## config.mk

```make
export PLATFORM = sky130hd
export DESIGN_NAME = fifo_rd_ctrl_flat
export DESIGN_NICKNAME = d
export VERILOG_FILES = /design/src/rtl/fifo_pkg.sv /design/src/rtl/fifo_rd_ctrl_if.sv /design/src/rtl/fifo_rd_ctrl.sv /design/src/flat_wrapper.sv
export SDC_FILE = /design/constraint.sdc
export NUM_CORES = 1
export LEC_CHECK = 0
export CORE_MARGIN = 4
export CORE_UTILIZATION = 42
export CTS_CLUSTER_SIZE = 14
export DETAILED_ROUTE_END_ITERATION = 8
export GPL_TIMING_DRIVEN = 1
export PLACE_DENSITY = 0.77
export SLEW_MARGIN = 20
export SYNTH_ARGS = -nofsm -noshare
export SYNTH_HDL_FRONTEND = slang
export SYNTH_SLANG_ARGS = --single-unit
export TNS_END_PERCENT = 1
```

## constraint.sdc

```tcl
create_clock -name clk -period 2.6 [get_ports clk]
set_input_delay 0.39 -clock clk [delete_from_list [all_inputs] [get_ports clk]]
set_output_delay 0.39 -clock clk [all_outputs]
set_load 0.05 [all_outputs]
```

## src/rtl/fifo_pkg.sv

```systemverilog
// fifo_pkg: constants, output-stage states and pointer code conversions shared by both FIFO controllers
package fifo_pkg;
    localparam int DW = 16;
    localparam int AW = 8;
    localparam int GW = 32;
    typedef enum logic {
        IDLE = 1'b0,
        HOLD = 1'b1
    } ostate_e;
    // Narrower pointers are zero-extended to GW bits, so callers truncate the result back to their width
    function automatic logic [GW-1:0] bin2gray(input logic [GW-1:0] b);
        return b ^ (b >> 1);
    endfunction
    function automatic logic [GW-1:0] gray2bin(input logic [GW-1:0] g);
        logic [GW-1:0] b;
        b[GW-1] = g[GW-1];
        for (int i = GW - 2; i >= 0; i--) b[i] = b[i+1] ^ g[i];
        return b;
    endfunction
endpackage

```

## src/rtl/fifo_rd_ctrl_if.sv

```systemverilog
// fifo_rd_ctrl_if: storage array read port, pointer exchange and FWFT output stream of the read side
interface fifo_rd_ctrl_if #(
    parameter int DW = fifo_pkg::DW,
    parameter int AW = fifo_pkg::AW
);
    logic [AW:0]   wptr_gray_sync;
    logic [DW-1:0] rdata;
    logic [AW-1:0] raddr;
    logic [AW:0]   rptr_gray;
    logic          rempty;
    logic [AW:0]   rlevel;
    logic [DW-1:0] dout;
    logic          dout_valid;
    logic          dout_ready;
    modport master (
        input  wptr_gray_sync, rdata, dout_ready,
        output raddr, rptr_gray, rempty, rlevel, dout, dout_valid
    );
    modport slave (
        output wptr_gray_sync, rdata, dout_ready,
        input  raddr, rptr_gray, rempty, rlevel, dout, dout_valid
    );
endinterface

```

## src/rtl/fifo_rd_ctrl.sv

```systemverilog
// fifo_rd_ctrl: read pointer, empty/level status and first-word-fall-through output register of the FIFO
module fifo_rd_ctrl
    import fifo_pkg::*;
#(
    parameter int dw = DW,
    parameter int aw = AW
) (
    input logic            clk,
    input logic            rst_n,
    fifo_rd_ctrl_if.master bus
);
    localparam int PW = aw + 1;
    ostate_e       r_state;
    ostate_e       w_state_nxt;
    logic [aw:0]   r_bin;
    logic [aw:0]   r_gray;
    logic [aw:0]   w_bin_nxt;
    logic [aw:0]   w_wbin;
    logic [dw-1:0] r_dout;
    logic          w_empty;
    logic          w_pop;
    assign w_bin_nxt      = r_bin + 1'b1;
    assign w_wbin         = PW'(gray2bin(GW'(bus.wptr_gray_sync)));
    assign w_empty        = r_gray == bus.wptr_gray_sync;
    assign w_pop          = !w_empty && (r_state == IDLE || bus.dout_ready);
    assign bus.raddr      = r_bin[aw-1:0];
    assign bus.rptr_gray  = r_gray;
    assign bus.rempty     = w_empty;
    assign bus.rlevel     = w_wbin - r_bin;
    assign bus.dout       = r_dout;
    assign bus.dout_valid = r_state == HOLD;
    // Output-stage state register: HOLD means dout carries an unaccepted word
    always_ff @(posedge clk) begin
        if (!rst_n) r_state <= IDLE;
        else        r_state <= w_state_nxt;
    end
    // A pop always lands a word in the output register; an accept without refill empties it
    always_comb begin
        w_state_nxt = r_state;
        if (w_pop)                 w_state_nxt = HOLD;
        else if (bus.dout_ready)   w_state_nxt = IDLE;
    end
    // Read pointer advances once per pop, binary and Gray copies kept in lockstep
    always_ff @(posedge clk) begin
        if (!rst_n) begin
            r_bin  <= '0;
            r_gray <= '0;
        end else if (w_pop) begin
            r_bin  <= w_bin_nxt;
            r_gray <= PW'(bin2gray(GW'(w_bin_nxt)));
        end
    end
    // Capture the combinational array read on pop; otherwise hold the last word
    always_ff @(posedge clk) begin
        if (!rst_n)     r_dout <= '0;
        else if (w_pop) r_dout <= bus.rdata;
    end
endmodule

```

## src/flat_wrapper.sv

```systemverilog
// flat-port wrapper written by rule: the top's interface ports become plain ports
module fifo_rd_ctrl_flat import fifo_pkg::*;
#(
    parameter int dw = DW,
    parameter int aw = AW
)
  (clk, rst_n, bus_wptr_gray_sync, bus_rdata, bus_dout_ready, bus_raddr, bus_rptr_gray, bus_rempty, bus_rlevel, bus_dout, bus_dout_valid);
  fifo_rd_ctrl_if #(.DW(16), .AW(8)) bus_i ();
  input logic clk;
  input logic rst_n;
  input wire logic [$bits(bus_i.wptr_gray_sync)-1:0] bus_wptr_gray_sync;
  input wire logic [$bits(bus_i.rdata)-1:0] bus_rdata;
  input wire logic [$bits(bus_i.dout_ready)-1:0] bus_dout_ready;
  output wire logic [$bits(bus_i.raddr)-1:0] bus_raddr;
  output wire logic [$bits(bus_i.rptr_gray)-1:0] bus_rptr_gray;
  output wire logic [$bits(bus_i.rempty)-1:0] bus_rempty;
  output wire logic [$bits(bus_i.rlevel)-1:0] bus_rlevel;
  output wire logic [$bits(bus_i.dout)-1:0] bus_dout;
  output wire logic [$bits(bus_i.dout_valid)-1:0] bus_dout_valid;
  assign bus_i.wptr_gray_sync = bus_wptr_gray_sync;
  assign bus_i.rdata = bus_rdata;
  assign bus_i.dout_ready = bus_dout_ready;
  assign bus_raddr = bus_i.raddr;
  assign bus_rptr_gray = bus_i.rptr_gray;
  assign bus_rempty = bus_i.rempty;
  assign bus_rlevel = bus_i.rlevel;
  assign bus_dout = bus_i.dout;
  assign bus_dout_valid = bus_i.dout_valid;
  fifo_rd_ctrl #(.dw(dw), .aw(aw)) u_core (.clk(clk), .rst_n(rst_n), .bus(bus_i));
endmodule
```

### After elaboration in Yosys (flattened, before gate mapping)

Index checks and enable logic that the tools add are counted.

* $add $sub $neg: 2
* reductions and logical operators: 4
* multiplexer cells: 2
* equal/unequal tests: 1
* bitwise operators: 10

Operators with widths (number)
* adder 9 x 1 -> 9 bit (second input constant): 1
* == test 9 bit: 1
* subtractor 9 bit: 1
* bitwise XOR 9 x 8 -> 9 bit: 1
* bitwise XOR 1 bit: 8
* two-way mux 1 bit: 2
* nonzero test 2 bit: 1
* logical AND 1 bit: 1
* logical NOT 1 bit: 1
* logical OR 1 bit: 1
* NOT 1 bit: 1

* bits of input ports: 28
* output and inout bits: 44
* word-level logic and storage cells: 23
* flip-flop bits (word level): 35

### Logic depth before layout (Yosys ltp)

* depth after elaboration: 9
* depth in mapped cells: 11

### Worst setup path after synthesis

No wires, ideal clock.

* kind: input -> output
* start: input bus_wptr_gray_sync[5]
* end: output bus_rlevel[8]
* stages on the path: 11
* data required time: 2.210 ns
* arrival time: 2.955 ns
* slack: -0.745 ns
* buffers on the path: 0
* cells stage by stage: xor2_1 -> xnor2_1 -> xnor2_2 -> xnor2_1 -> ha_1 -> fa_1 -> nor2b_1 -> o21ai_0 -> a21oi_1 -> o22ai_1 -> xnor2_1

* word-level cells in the longest chain between the ends: 7

Ends and longest elaborated chain
* from (decl): line flat_wrapper.sv:11 `input wire logic [$bits(bus_i.wptr_gray_sync)-1:0] bus_wptr_gray_sync;`
* bitwise XOR 1 bit (*): line fifo_pkg.sv:17 `for (int i = GW - 2; i >= 0; i--) b[i] = b[i+1] ^ g[i];`
* bitwise XOR 1 bit (5 in series): line fifo_pkg.sv:17
* subtractor 9 bit (*): line fifo_rd_ctrl.sv:29 `assign bus.rlevel = w_wbin - r_bin;`
* to (decl): line flat_wrapper.sv:17 `output wire logic [$bits(bus_i.rlevel)-1:0] bus_rlevel;`

Mark *: on every way between the ends. The rest lies on a longest branch, timed or not.

### Worst setup path after layout

* start: input bus_wptr_gray_sync[4]
* end: output bus_rlevel[8]

* word-level cells in the longest chain between the ends: 6

Ends and longest elaborated chain (line)
* bitwise XOR 1 bit (*): fifo_pkg.sv:17
* bitwise XOR 1 bit (4 in series): fifo_pkg.sv:17
* subtractor 9 bit (*): fifo_rd_ctrl.sv:29

Marks and branches as above.

==> flow_metrics.tcl <==
set metrics [dict create \
    status "finished, violations left" \
    violations "setup timing" \
    tightest_slew_ps 733 \
    clk_latency_ps 290 \
    grt_max_degree 36 \
    cp.arrival_ps 2820 \
    path_max_fanout 3 \
    clock_sinks 34 \
    fin_crit_ps 3210 \
    critPathKind "in -> out" \
    row_count 25 \
    finClkSkew_ps 7.22 \
    hold_path.class "reg -> reg" \
    max-cap-violations 0 \
    gr-total-overflow 0 \
    fillers 338 \
    dp.cells 426 \
    synth_fa_ha_area_frac 0.0614 \
    fin_nets 409 \
    dieArea_um2 6360 \
    die_height_um 79.7 \
    tritoncts "done" \
    yosys_warnings 0 \
    grt_pass1_vias 2103 \
    synth_seq_area_share 0.315 \
    fin_crit_sh 1.24 \
    h-tree-depth 2 \
    synth_mux_area_frac 0.0330 \
    avgSynthCellArea_um2 8.09 \
    ir_drop_uv 533 \
    syn-num-nets 305 \
    leakage_nw 1.52 \
    ys_types 42 \
    cts_max_path_buffers 2 \
    drc 0 \
    syn-cell-area_um2 2160 \
    antennaDiodeCount 0 \
    initial_utilization 0.446 \
    ant_nets 0 \
    end_kind "output port" \
    fp.coreArea_um2 4850 \
    grt_pass1_wl_um 9520 \
    finalSetupViolCount 8 \
    powerDensity_nw_per_um2 768 \
    cts_buffers 5 \
    die_w_um 79.7 \
    fmax_mhz 311 \
    rsz0062_at_grt "yes" \
    maxSlewHeadroom 0.511 \
    hold_viol_final 0 \
    total_power_mw 2.83 \
    final-seq-area_um2 681 \
    clk_pin_slew_worst_paths_ps 70 \
    drt_first_pass_iters 4 \
    slew_violations 0 \
    stdcell_area_um2 3680 \
    synth_top_family_by_area "simple AND/OR/NAND/NOR gates" \
    io_buffers 71 \
    final_cells 439 \
    post_dp_cell_area_um2 3350 \
    ioPinCount 72 \
    antenna_found_initial 0 \
    worst-endpoint-required_ps 2210 \
    synth_xor_area_frac 0.170 \
    area_growth_pct 70.4 \
    wl_per_cell_um 13.3 \
    dp_hpwl_um 4280 \
    synth.ff_latch_count 34 \
    setup_slack_ps -614 \
    grt_util_all_layers 0.186 \
    drtIter0Drc 62 \
    synth_edf_count 0 \
    synth_compound_area_frac 0.133 \
    syn_inst 267 \
    via_per_inst 4.96 \
    wl_um 5830 \
    place.gp.congestion 0.851 \
    dominantRegCellSynth "dfxtp_1" \
    synth_simple_gate_area_share 0.229 \
    cp-start-kind "primary input" \
    multiInputGateArea_um2 1580 \
    drive_above_1_share 0.272 \
    async_flop_share 0 \
    cts_root_buf "clkbuf_8" \
    num_vias 2178 \
]
placed cells by master (no fill, tap or decap), drive strengths merged, types with 3 or more instances in the layout:
| master | netlist | routed |
|---|---|---|
| nor4 | 3 | 3 |
| ha | 9 | 9 |
| dfxtp | 34 | 34 |
| nand2 | 38 | 38 |
| buf | 10 | 58 |
| nand3 | 25 | 25 |
| a211oi | 3 | 3 |
| xor2 | 15 | 15 |
| inv | 13 | 13 |
| o21ai | 28 | 28 |
| nor2b | 7 | 7 |
| clkbuf | 6 | 6 |
| nand2b | 4 | 4 |
| nor2 | 12 | 12 |
| xnor2 | 26 | 26 |
| mux2i | 6 | 6 |
| a21oi | 4 | 4 |
| clkdlybuf4s50 | 0 | 52 |
what timing repair did:
item,in CTS,in global routing
pin swaps,17,10
gates resized for setup,48,10
setup endpoints to repair,9,8
hold buffers,0,0
setup buffers,5,0
synthesized netlist by cell type, drive strengths merged (2+ instances only):
master	number	area, um2
a211oi	3	22.5
a21oi	4	20.0
and3	2	12.5
buf	10	55.1
clkbuf	6	22.5
dfxtp	34	681
ha	9	113
inv	13	48.8
mux2i	6	60.1
nand2	38	143
nand2b	4	25.0
nand3	25	125
nor2	12	45.0
nor2b	7	43.8
nor4	3	37.5
o21ai	28	140
o22ai	2	12.5
o31ai	2	15.0
o41ai	2	17.5
or3	2	17.5
xnor2	26	235
xor2	15	131
sequential cells by signal, summed over array words and instances, names as in the netlist:
signal,flops
u_core.bus.dout,16
u_core.bus.dout_valid,1
u_core.bus.rptr_gray,9
u_core.r_bin,8
kinds of logic after synthesis:
logic type	count (synthesis)
mux	7
flops	34
buf+inv	29
fa+ha+maj	10
xor+xnor	41
compound gates	47
simple gates	99
per-layer routing:
layer	track usage	share of wire	vias up
met5	0	0	-
met2	0.314	0.49	57
met3	0.0632	0.078	4
met4	0.0447	0.0072	0
li1	-	-	1102
met1	0.227	0.43	1015
per-stage QoR:
step | hold slack [ps] | setup TNS (ps) | worst slack, ps | utilization
after floorplan | 520 | -1440 | -298 | -
after global placement | 435 | -5770 | -931 | 0.692
after detailed placement | 441 | -5920 | -968 | 0.692
after CTS | 451 | -2580 | -536 | 0.748
after global routing | 466 | -3880 | -720 | 0.759
final | 448 | -3060 | -614 | 0.759
path summary, 6_finish.rpt:
| path | start | end | slack [ps] | cells past startpoint |
|---|---|---|---|---|
| worst max-delay path | bus_wptr_gray_sync[4] | bus_rlevel[8] | -610 | 15 |
| worst min-delay path | u_core.bus.dout[13]$_SDFFE_PN0P_ | u_core.bus.dout[13]$_SDFFE_PN0P_ | 450 | 2 |
| worst max register to register | u_core.r_bin[0]$_SDFFE_PN0P_ | u_core.bus.rptr_gray[7]$_SDFFE_PN0P_ | 490 | 7 |
| worst min register to register | u_core.bus.dout[13]$_SDFFE_PN0P_ | u_core.bus.dout[13]$_SDFFE_PN0P_ | 450 | 2 |
worst max-delay path: stages:
cell     delay (ps)
buf_8           110
xor2_4          180
xnor2_2         150
xnor2_2         250
buf_4           180
xor2_4          170
buf_6           120
inv_2            30
fa_2            340
nor2b_2         140
o21ai_2          80
a21oi_2         230
o22ai_4         120
xnor2_4         190
buf_12          150
cell type report:
type,instances,share of cell area
Inverter,13,0.0133
Tap cell,67,0.0228
Multi-Input combinational cell,204,0.428
Clock inverter,2,0.0163
Timing Repair Buffer,113,0.312
Clock buffer,6,0.0224
Sequential cell,34,0.185
where the power goes:
group          switching, mW  internal (mW)  total, mW
registers             0.0185          0.552      0.570
clock network          0.196          0.409      0.605
logic                  0.853          0.797       1.65
Power figures use the tool's default switching activity.
